[src/rtl/uart_pkg.sv]
// Shared UART definitions.
// FSM encoding and frame constants for tx and rx.
package uart_pkg;

    typedef enum logic [1:0] {
        IDLE  = 2'b00,
        START = 2'b01,
        DATA  = 2'b10,
        STOP  = 2'b11
    } uart_state_t;

    localparam int FRAME_BITS = 10;
    localparam int STOP_BITS  = 1;

endpackage

[src/rtl/byte_fifo.sv]
// Single-clock FIFO between the CPU bus and the serialiser.
// Head word is visible on dout without a read latency.
module byte_fifo #(
    parameter int WordSize  = 8,
    parameter int DepthLog2 = 4
) (
    input  logic                 clk,
    input  logic                 reset,
    input  logic                 push,
    input  logic                 pop,
    input  logic [WordSize-1:0]  din,
    output logic [WordSize-1:0]  dout,
    output logic [DepthLog2:0]   count,
    output logic                 full
);

    localparam int Depth = 1 << DepthLog2;

    logic [WordSize-1:0]  mem [Depth];
    logic [DepthLog2-1:0] rptr;
    logic [DepthLog2-1:0] wptr;

    assign dout = mem[rptr];
    assign full = (count == (DepthLog2+1)'(Depth));

    // Storage needs no reset; only pointers define validity.
    always_ff @(posedge clk) begin
        if (push) begin
            mem[wptr] <= din;
        end
    end

    // Pointers wrap naturally; push+pop leaves count unchanged.
    always_ff @(posedge clk) begin
        if (reset) begin
            rptr  <= '0;
            wptr  <= '0;
            count <= '0;
        end else begin
            if (push) begin
                wptr <= wptr + 1'b1;
            end
            if (pop) begin
                rptr <= rptr + 1'b1;
            end
            if (push && !pop) begin
                count <= count + 1'b1;
            end else if (pop && !push) begin
                count <= count - 1'b1;
            end
        end
    end

endmodule

[src/rtl/uart_tx_fifo.sv]
// Buffered 8N1 UART transmitter fed by the CPU IOload strobe.
// FIFO in a sub-module; baud timing, shifter and FSM here.
module uart_tx_fifo
    import uart_pkg::*;
#(
    parameter int WordSize    = 8,
    parameter int DepthLog2   = 4,
    parameter int BaudDivisor = 104
) (
    input  logic                clk,
    input  logic                reset,
    input  logic [WordSize-1:0] databus,
    input  logic                IOload,
    output logic                txd,
    output logic                txfull,
    output logic                txbusy,
    output logic                overflow
);

    localparam int BW = $clog2(WordSize);
    localparam logic [15:0] RELOAD = 16'(BaudDivisor - 1);
    localparam logic [BW-1:0] LAST_BIT = BW'(WordSize - 1);

    uart_state_t         state;
    logic [15:0]         baud;
    logic [BW-1:0]       bitn;
    logic [WordSize-1:0] shift;
    logic [WordSize-1:0] head;
    logic [DepthLog2:0]  count;
    logic                full;
    logic                wr;
    logic                pop;
    logic                push;

    assign wr  = ~IOload;
    assign pop = (count != '0) &&
                 ((state == IDLE) ||
                  (state == STOP && baud == '0));
    // A full FIFO still accepts when the head leaves this edge.
    assign push = wr && (!full || pop);

    assign txfull = full;
    assign txbusy = (state != IDLE) || (count != '0);

    byte_fifo #(
        .WordSize  (WordSize),
        .DepthLog2 (DepthLog2)
    ) u_fifo (
        .clk   (clk),
        .reset (reset),
        .push  (push),
        .pop   (pop),
        .din   (databus),
        .dout  (head),
        .count (count),
        .full  (full)
    );

    // Sticky flag for writes that found no room.
    always_ff @(posedge clk) begin
        if (reset) begin
            overflow <= 1'b0;
        end else if (wr && !push) begin
            overflow <= 1'b1;
        end
    end

    // Frame sequencer; txd is registered so the line never glitches.
    always_ff @(posedge clk) begin
        if (reset) begin
            state <= IDLE;
            baud  <= '0;
            bitn  <= '0;
            shift <= '0;
            txd   <= 1'b1;
        end else begin
            unique case (state)
                IDLE: begin
                    txd <= 1'b1;
                    if (pop) begin
                        shift <= head;
                        baud  <= RELOAD;
                        txd   <= 1'b0;
                        state <= START;
                    end
                end
                START: begin
                    if (baud == '0) begin
                        baud  <= RELOAD;
                        bitn  <= '0;
                        txd   <= shift[0];
                        state <= DATA;
                    end else begin
                        baud <= baud - 1'b1;
                    end
                end
                DATA: begin
                    if (baud == '0) begin
                        baud  <= RELOAD;
                        shift <= shift >> 1;
                        if (bitn == LAST_BIT) begin
                            txd   <= 1'b1;
                            state <= STOP;
                        end else begin
                            bitn <= bitn + 1'b1;
                            txd  <= shift[1];
                        end
                    end else begin
                        baud <= baud - 1'b1;
                    end
                end
                STOP: begin
                    if (baud == '0) begin
                        if (pop) begin
                            shift <= head;
                            baud  <= RELOAD;
                            txd   <= 1'b0;
                            state <= START;
                        end else begin
                            state <= IDLE;
                        end
                    end else begin
                        baud <= baud - 1'b1;
                    end
                end
                default: state <= IDLE;
            endcase
        end
    end

endmodule

[config.mk]
export PLATFORM = sky130hd
export DESIGN_NAME = uart_tx_fifo
export DESIGN_NICKNAME = d
export VERILOG_FILES = /design/src/rtl/uart_pkg.sv /design/src/rtl/byte_fifo.sv /design/src/rtl/uart_tx_fifo.sv
export SDC_FILE = /design/constraint.sdc
export NUM_CORES = 1
export LEC_CHECK = 0
export CAP_MARGIN = 10
export CORE_UTILIZATION = 25
export CTS_BUF_LIST = sky130_fd_sc_hd__clkbuf_8
export CTS_CLUSTER_SIZE = 25
export DETAILED_ROUTE_END_ITERATION = 7
export SKIP_CTS_REPAIR_TIMING = 1
export SLEW_MARGIN = 20
export SYNTH_ARGS = -nofsm -noshare
export SYNTH_HDL_FRONTEND = slang
export SYNTH_SLANG_ARGS = --single-unit
[constraint.sdc]
create_clock -name clk -period 4.6 [get_ports clk]
set_clock_uncertainty 0.15 [all_clocks]
set_input_delay 0.46 -clock clk [delete_from_list [all_inputs] [get_ports clk]]
set_output_delay 0.46 -clock clk [all_outputs]
set_load 0.03 [all_outputs]
[After elaboration in Yosys (flattened, before gate mapping)]
Memories as Yosys holds them, arrays and structs flattened. A register that Yosys moved wholly into a read port is not among the register bits.
Index checks and enable logic that the tools add are counted.
Word-level totals
  bits in registers: 44
  RAM bits: 128
  input bits: 11
  output and inout port bits: 4
  logic and storage cells: 85
  memories kept: 1
Operators by class
  add/subtract/negate cells: 6
  equality and inequality tests: 12
  muxes and demuxes: 32
  bitwise gates (word level): 1
  reductions and logical operators: 24
Memory list
  u_fifo.mem: words 16, width 8, read ports 1, clocked after memory_dff 1, wr ports 1, line byte_fifo.sv:19  | logic [WordSize-1:0] mem [Depth];
Operators by type and width (count)
  $mux W16: 3
  $pmux W16 S3: 1
  $mux W8: 3
  $pmux W8 S3: 1
  $logic_not A16 Y1: 1
  $sub A16 B1 Y16 const B: 1
  $ne A2 B2 Y1 const B: 6
  $mux W2: 5
  $mux W5: 2
  $mux W1: 9
  $mux W3: 3
  $add A4 B1 Y4 const B: 2
  $mux W4: 2
  $pmux W2 S4: 1
  $reduce_and A4 Y1: 2
  $logic_and A1 B1 Y1: 6
  $pmux W3 S2: 1
  $reduce_bool A2 Y1: 3
  $add A5 B1 Y5 const B: 1
  $eq A5 B5 Y1 const B: 1
  $reduce_and A5 Y1: 1
  $reduce_bool A5 Y1: 1
  $sub A5 B1 Y5 const B: 1
  $eq A2 B2 Y1 const B: 2
  12 further kinds: 16

[Depth between registers and ports, before layout]
  word-level depth: 10
  depth in mapped cells: 15
  depth with buffers taken out: 14

[Cells and area by module]
Synthesis repeated with hierarchy kept, for this count alone.
Unflattened totals
  cell total of the unflattened synthesis: 534
  area, all modules: 7817.5 um^2
By module, submodules not included
  byte_fifo: instances 1, cells an instance 300, area each 5788.1 um^2, sequential area each 4184.0 um^2
  uart_tx_fifo: instances 1, cells an instance 234, area each 2029.4 um^2, sequential area each 620.6 um^2

[Worst setup path after synthesis]
OpenSTA, ideal clock, no wires.
  kind: flip-flop to flip-flop
  start point: reg state[1]
  end point: reg u_fifo.count[4]
  library setup time: 71 ps
  arrival time: 3453 ps
  slack: 926 ps
  cell stages (with the launch flop): 15
  path buffers: 1
  clock period less this slack: 3674 ps
  cells stage by stage: dfxtp_1 -> ha_1 -> or4b_2 -> nor4_4 -> o31ai_1 -> inv_1 -> buf_2 -> ha_1 -> inv_1 -> fa_1 -> a21o_1 -> a21oi_1 -> xnor2_1 -> or3_1 -> a21oi_1
On the way
  word-level cells in the longest chain between the ends: 9
  elaborated cells on any way between the ends: 13
RTL lines
  start, declared: line uart_tx_fifo.sv:24  | uart_state_t state;
  start signal, assigned: line uart_tx_fifo.sv:71  | state <= IDLE;
  start signal, assigned: line uart_tx_fifo.sv:84  | state <= START;
  start signal, assigned: line uart_tx_fifo.sv:92  | state <= DATA;
  $eq A2 B2 Y1: line uart_tx_fifo.sv:38  | (state == STOP && baud == '0));
  $logic_and A1 B1 Y1: line uart_tx_fifo.sv:38
  $logic_or A1 B1 Y1 (*): line uart_tx_fifo.sv:37  | ((state == IDLE) ||
  $logic_and A1 B1 Y1 (*): line uart_tx_fifo.sv:36  | assign pop = (count != '0) &&
  $logic_or A1 B1 Y1 (*): line uart_tx_fifo.sv:40  | assign push = wr && (!full || pop);
  $logic_and A1 B1 Y1 (*): line uart_tx_fifo.sv:40
  net push: line uart_tx_fifo.sv:33  | logic push;
  $logic_not A1 Y1: line byte_fifo.sv:48  | end else if (pop && !push) begin
  $logic_and A1 B1 Y1: line byte_fifo.sv:48
  $reduce_bool A2 Y1 (no line)
  end signal, assigned: line byte_fifo.sv:47  | count <= count + 1'b1;
  end signal, assigned: line byte_fifo.sv:49  | count <= count - 1'b1;
  end, declared: line byte_fifo.sv:13  | output logic [DepthLog2:0] count,
Mark *: on every way through the listed nets, which the timed path passes. The rest lies on a longest branch.
A chain may end at the register's enable or synchronous reset.

[Final worst setup path]
  start point: reg state[1]
  end point: reg u_fifo.count[4]
On the way
  word-level cells in the longest chain between the ends: 9
  elaborated cells on any way between the ends: 13
RTL lines (line)
  $eq A2 B2 Y1: uart_tx_fifo.sv:38
  $logic_and A1 B1 Y1: uart_tx_fifo.sv:38
  $logic_or A1 B1 Y1 (*): uart_tx_fifo.sv:37
  $logic_and A1 B1 Y1 (*): uart_tx_fifo.sv:36
  $logic_or A1 B1 Y1: uart_tx_fifo.sv:40
  $logic_and A1 B1 Y1: uart_tx_fifo.sv:40
  $logic_not A1 Y1: byte_fifo.sv:48
  $logic_and A1 B1 Y1: byte_fifo.sv:48
  $reduce_bool A2 Y1 (no line)
Mark *: on every way between the ends. The rest lies on a longest branch, timed or not.

==> impl_metrics.csv <==
group,metric,value,unit
clocking,clockBufferDepth,2,
placed_design,dp_slack,0.544,ns
floorplan,die_h,178,um
clocking,clock_sinks,176,
placed_design,hpwl,10700,um
clocking,clock_latency,0.47,ns
global_route,grt_overflow,0,
setup_path,worst_ep_required_time,4.85,ns
run_status,status,"completed",
placed_design,place_area,0.00829,mm2
clocking,cts_tree,"done",
yosys,ys_ff_latch,176,
yosys,syn_inst,561,
global_route,antenna_found_initial,0,
placed_design,gp_congestion,0.789,
yosys,async_reset_ff_frac,0,
setup_path,startpoint_type,"register",
sta,fin_ws,0.481,ns
sta,post-route-period-util,0.895,
floorplan,die_area,0.0316,mm2
yosys,syn_area_per_cell,13.8,um2
drt,drc,0,
sta,slew-limit-headroom,0.368,
run,drv_cap,0,
yosys,yosysUniqueCellTypes,62,
drt,drtIter0Drc,299,
finish,antenna-diode-count,0,
placed_design,io_buffers,14,
floorplan,start_util,0.257,
floorplan,core_area,0.0300,mm2
pwr,vdd_drop_max,0.228,mV
worst_hold_path,holdPathStages,2,
floorplan,io_pins,15,
sta,period_minus_slack,4.12,ns
setup_path,cpPeakStageDelay,0.66,ns
finish,final_nets,604,
sta,drv_slew,0,
drt,avgViaCountPerCell,4.77,
clocking,ctsHtreeMaxLevel,4,
setup_path,arrival,4.36,ns
drt,drt_pass1_iterations,5,
sta,worst_slew_pin_slew,0.936,ns
global_route,grt_max_degree,34,
sta,rsz0062_at_grt,"no",
finish,area_growth_syn_to_layout,12.3,%
pwr,leakage,2.82,nW
yosys,netlist_top_cells_area,"edfxtp_1, dfxtp_1, mux4_2, ha_1, mux2_2",
yosys,ys_seq_area_frac,0.622,
floorplan,num_rows,63,
drt,ant_nets,0,
sta,setup_viol,0,
yosys,synth_top_area_cell,"edfxtp_1",
setup_path,crit_fanout,17,
finish,design_area,0.00867,mm2
setup_path,cp_num_cells,13,
yosys,syn-num-nets,590,
yosys,yosysWarnings,0,
setup_path,cp_cell_sequence,"ha_1 > or4b_2 > nor4_4 > o31ai_1 > inv_1 > ha_1 > inv_1 > fa_1 > a21o_1 > a21oi_1 > xnor2_1 > or3_1 > a21oi_1",
drt,wl,16300,um
setup_path,slowest_stage,"or4b_2",
finish,drive_above_1_share,0.169,
sta,fmax,0.243,GHz
sta,setup_tns,0,ns
setup_path,cp_num_buf_inv,2,
global_route,grt_pass1_wl,26300,um
setup_path,reg2reg_depth,13,
drt,routed-via-count,4664,
worst_hold_path,hp-class,"register to register",
yosys,synth_flop_cell,"edfxtp_1",
yosys,synth-edff-count,128,
pwr,p_total,4.79,mW
floorplan,die_width,178,um
setup_path,critPathTopFamily,"simple AND/OR/NAND/NOR gates",
clocking,cts-root-buf,"clkbuf_8",
global_route,grt_pass1_vias,4673,
yosys,synth_top_area_share,0.498,
clocking,path_clk_slew,0.09,ns
setup_path,crit_type,"register to register",
sta,hold_viol_final,0,
setup_path,worst_setup_path_end_kind,"register",
clocking,numCtsBuffers,17,
yosys,syn_area,0.00772,mm2
global_route,track_usage,0.110,
drt,post_drt_wl_per_cell,16.7,um
pwr,powerDensity,552,mW/mm2
-- layout make-up --
cell class                      count  area, um2
Timing Repair Buffer               20        185
Tap cell                          390        488
Clock buffer                       17        234
Clock inverter                     14        134
Multi-Input combinational cell    329       2710
Inverter                           31        116
Fill cell                        2970      21400
Sequential cell                   176       4810
-- path summary, 6_finish.rpt --
path,startpoint,slack (ns),end
worst max-delay path,state[1],0.48,u_fifo.count[4]
worst min-delay path,shift[7],0.33,shift[7]
worst max register to register,state[1],0.48,u_fifo.count[4]
worst min register to register,shift[7],0.33,shift[7]
-- through the flow --
step,hold WS [ns],util,std cells
after floorplan,0.288,-,561
after global placement,0.304,0.276,946
after detailed placement,0.310,0.276,946
after CTS,0.325,0.288,977
after global routing,0.352,0.289,977
final,0.328,0.289,977
-- cell usage in the layout, fill, tap and decap left out, types with 14 or more instances in the layout --
cell type / synthesis / routed
a21oi_1: 24 / 24
clkdlybuf4s50_1: 0 / 14
nor3_1: 21 / 21
edfxtp_1: 128 / 128
clkbuf_8: 0 / 17
nor2_1: 33 / 33
and3_1: 16 / 16
nand2_1: 23 / 23
dfxtp_1: 48 / 47
o21ai_0: 20 / 20
ha_1: 17 / 17
mux2_2: 16 / 16
inv_1: 31 / 31
mux4_2: 24 / 24
-- state kept, by name (all words and copies together), names as in the netlist, named ones only --
signal / count
baud: 16
bitn: 3
overflow: 1
shift: 8
state: 2
txd: 1
u_fifo.count: 5
u_fifo.mem: 128
u_fifo.rptr: 4
u_fifo.wptr: 4
-- metal layers --
layer  GRT usage  vias to the layer above  routed length, um
li1            -                     2218                  -
met1       0.141                     2332               7380
met2       0.184                       97               8020
met3      0.0197                       17                636
met4      0.0434                        0                263
met5           0                        -                  0
-- synthesized netlist by cell type (6+ instances only) --
cell / count
nand2_1: 23
or3_1: 6
nor2_1: 33
clkbuf_1: 16
nor3_1: 21
a211oi_1: 9
o21ai_0: 20
dfxtp_1: 48
inv_1: 31
mux2_2: 16
a31o_2: 6
mux2i_1: 13
ha_1: 17
mux4_2: 24
a31oi_1: 7
a311oi_1: 7
and3_1: 16
edfxtp_1: 128
o22ai_1: 9
a21oi_1: 24
-- worst reg2reg max path, delay by kind of cell (launching register included) --
family,cells,cell delay [ns]
compound gates,4,0.69
xor+xnor,1,0.09
fa+ha+maj,3,1.00
buf+inv,2,0.45
flops,1,0.38
simple gates,3,1.29
-- logic make-up after synthesis --
kind of cell / Yosys count / share of synthesized area
AO/OA/AOI/OAI: 118 / 0.109
adder cells (fa/ha/maj): 18 / 0.0301
flip-flops: 176 / 0.622
buffers and inverters: 56 / 0.0288
AND/OR/NAND/NOR: 132 / 0.0909
multiplexers: 53 / 0.110
XOR/XNOR: 8 / 0.00908
-- report_power, final --
group	leakage (nW)	switching (mW)	internal (mW)
Sequential	1.55	0.167	1.83
Clock	0.184	0.587	0.435
Combinational	1.09	1.02	0.749
Total	2.82	1.77	3.02
Note: power is estimated with default switching activity, not from simulation.
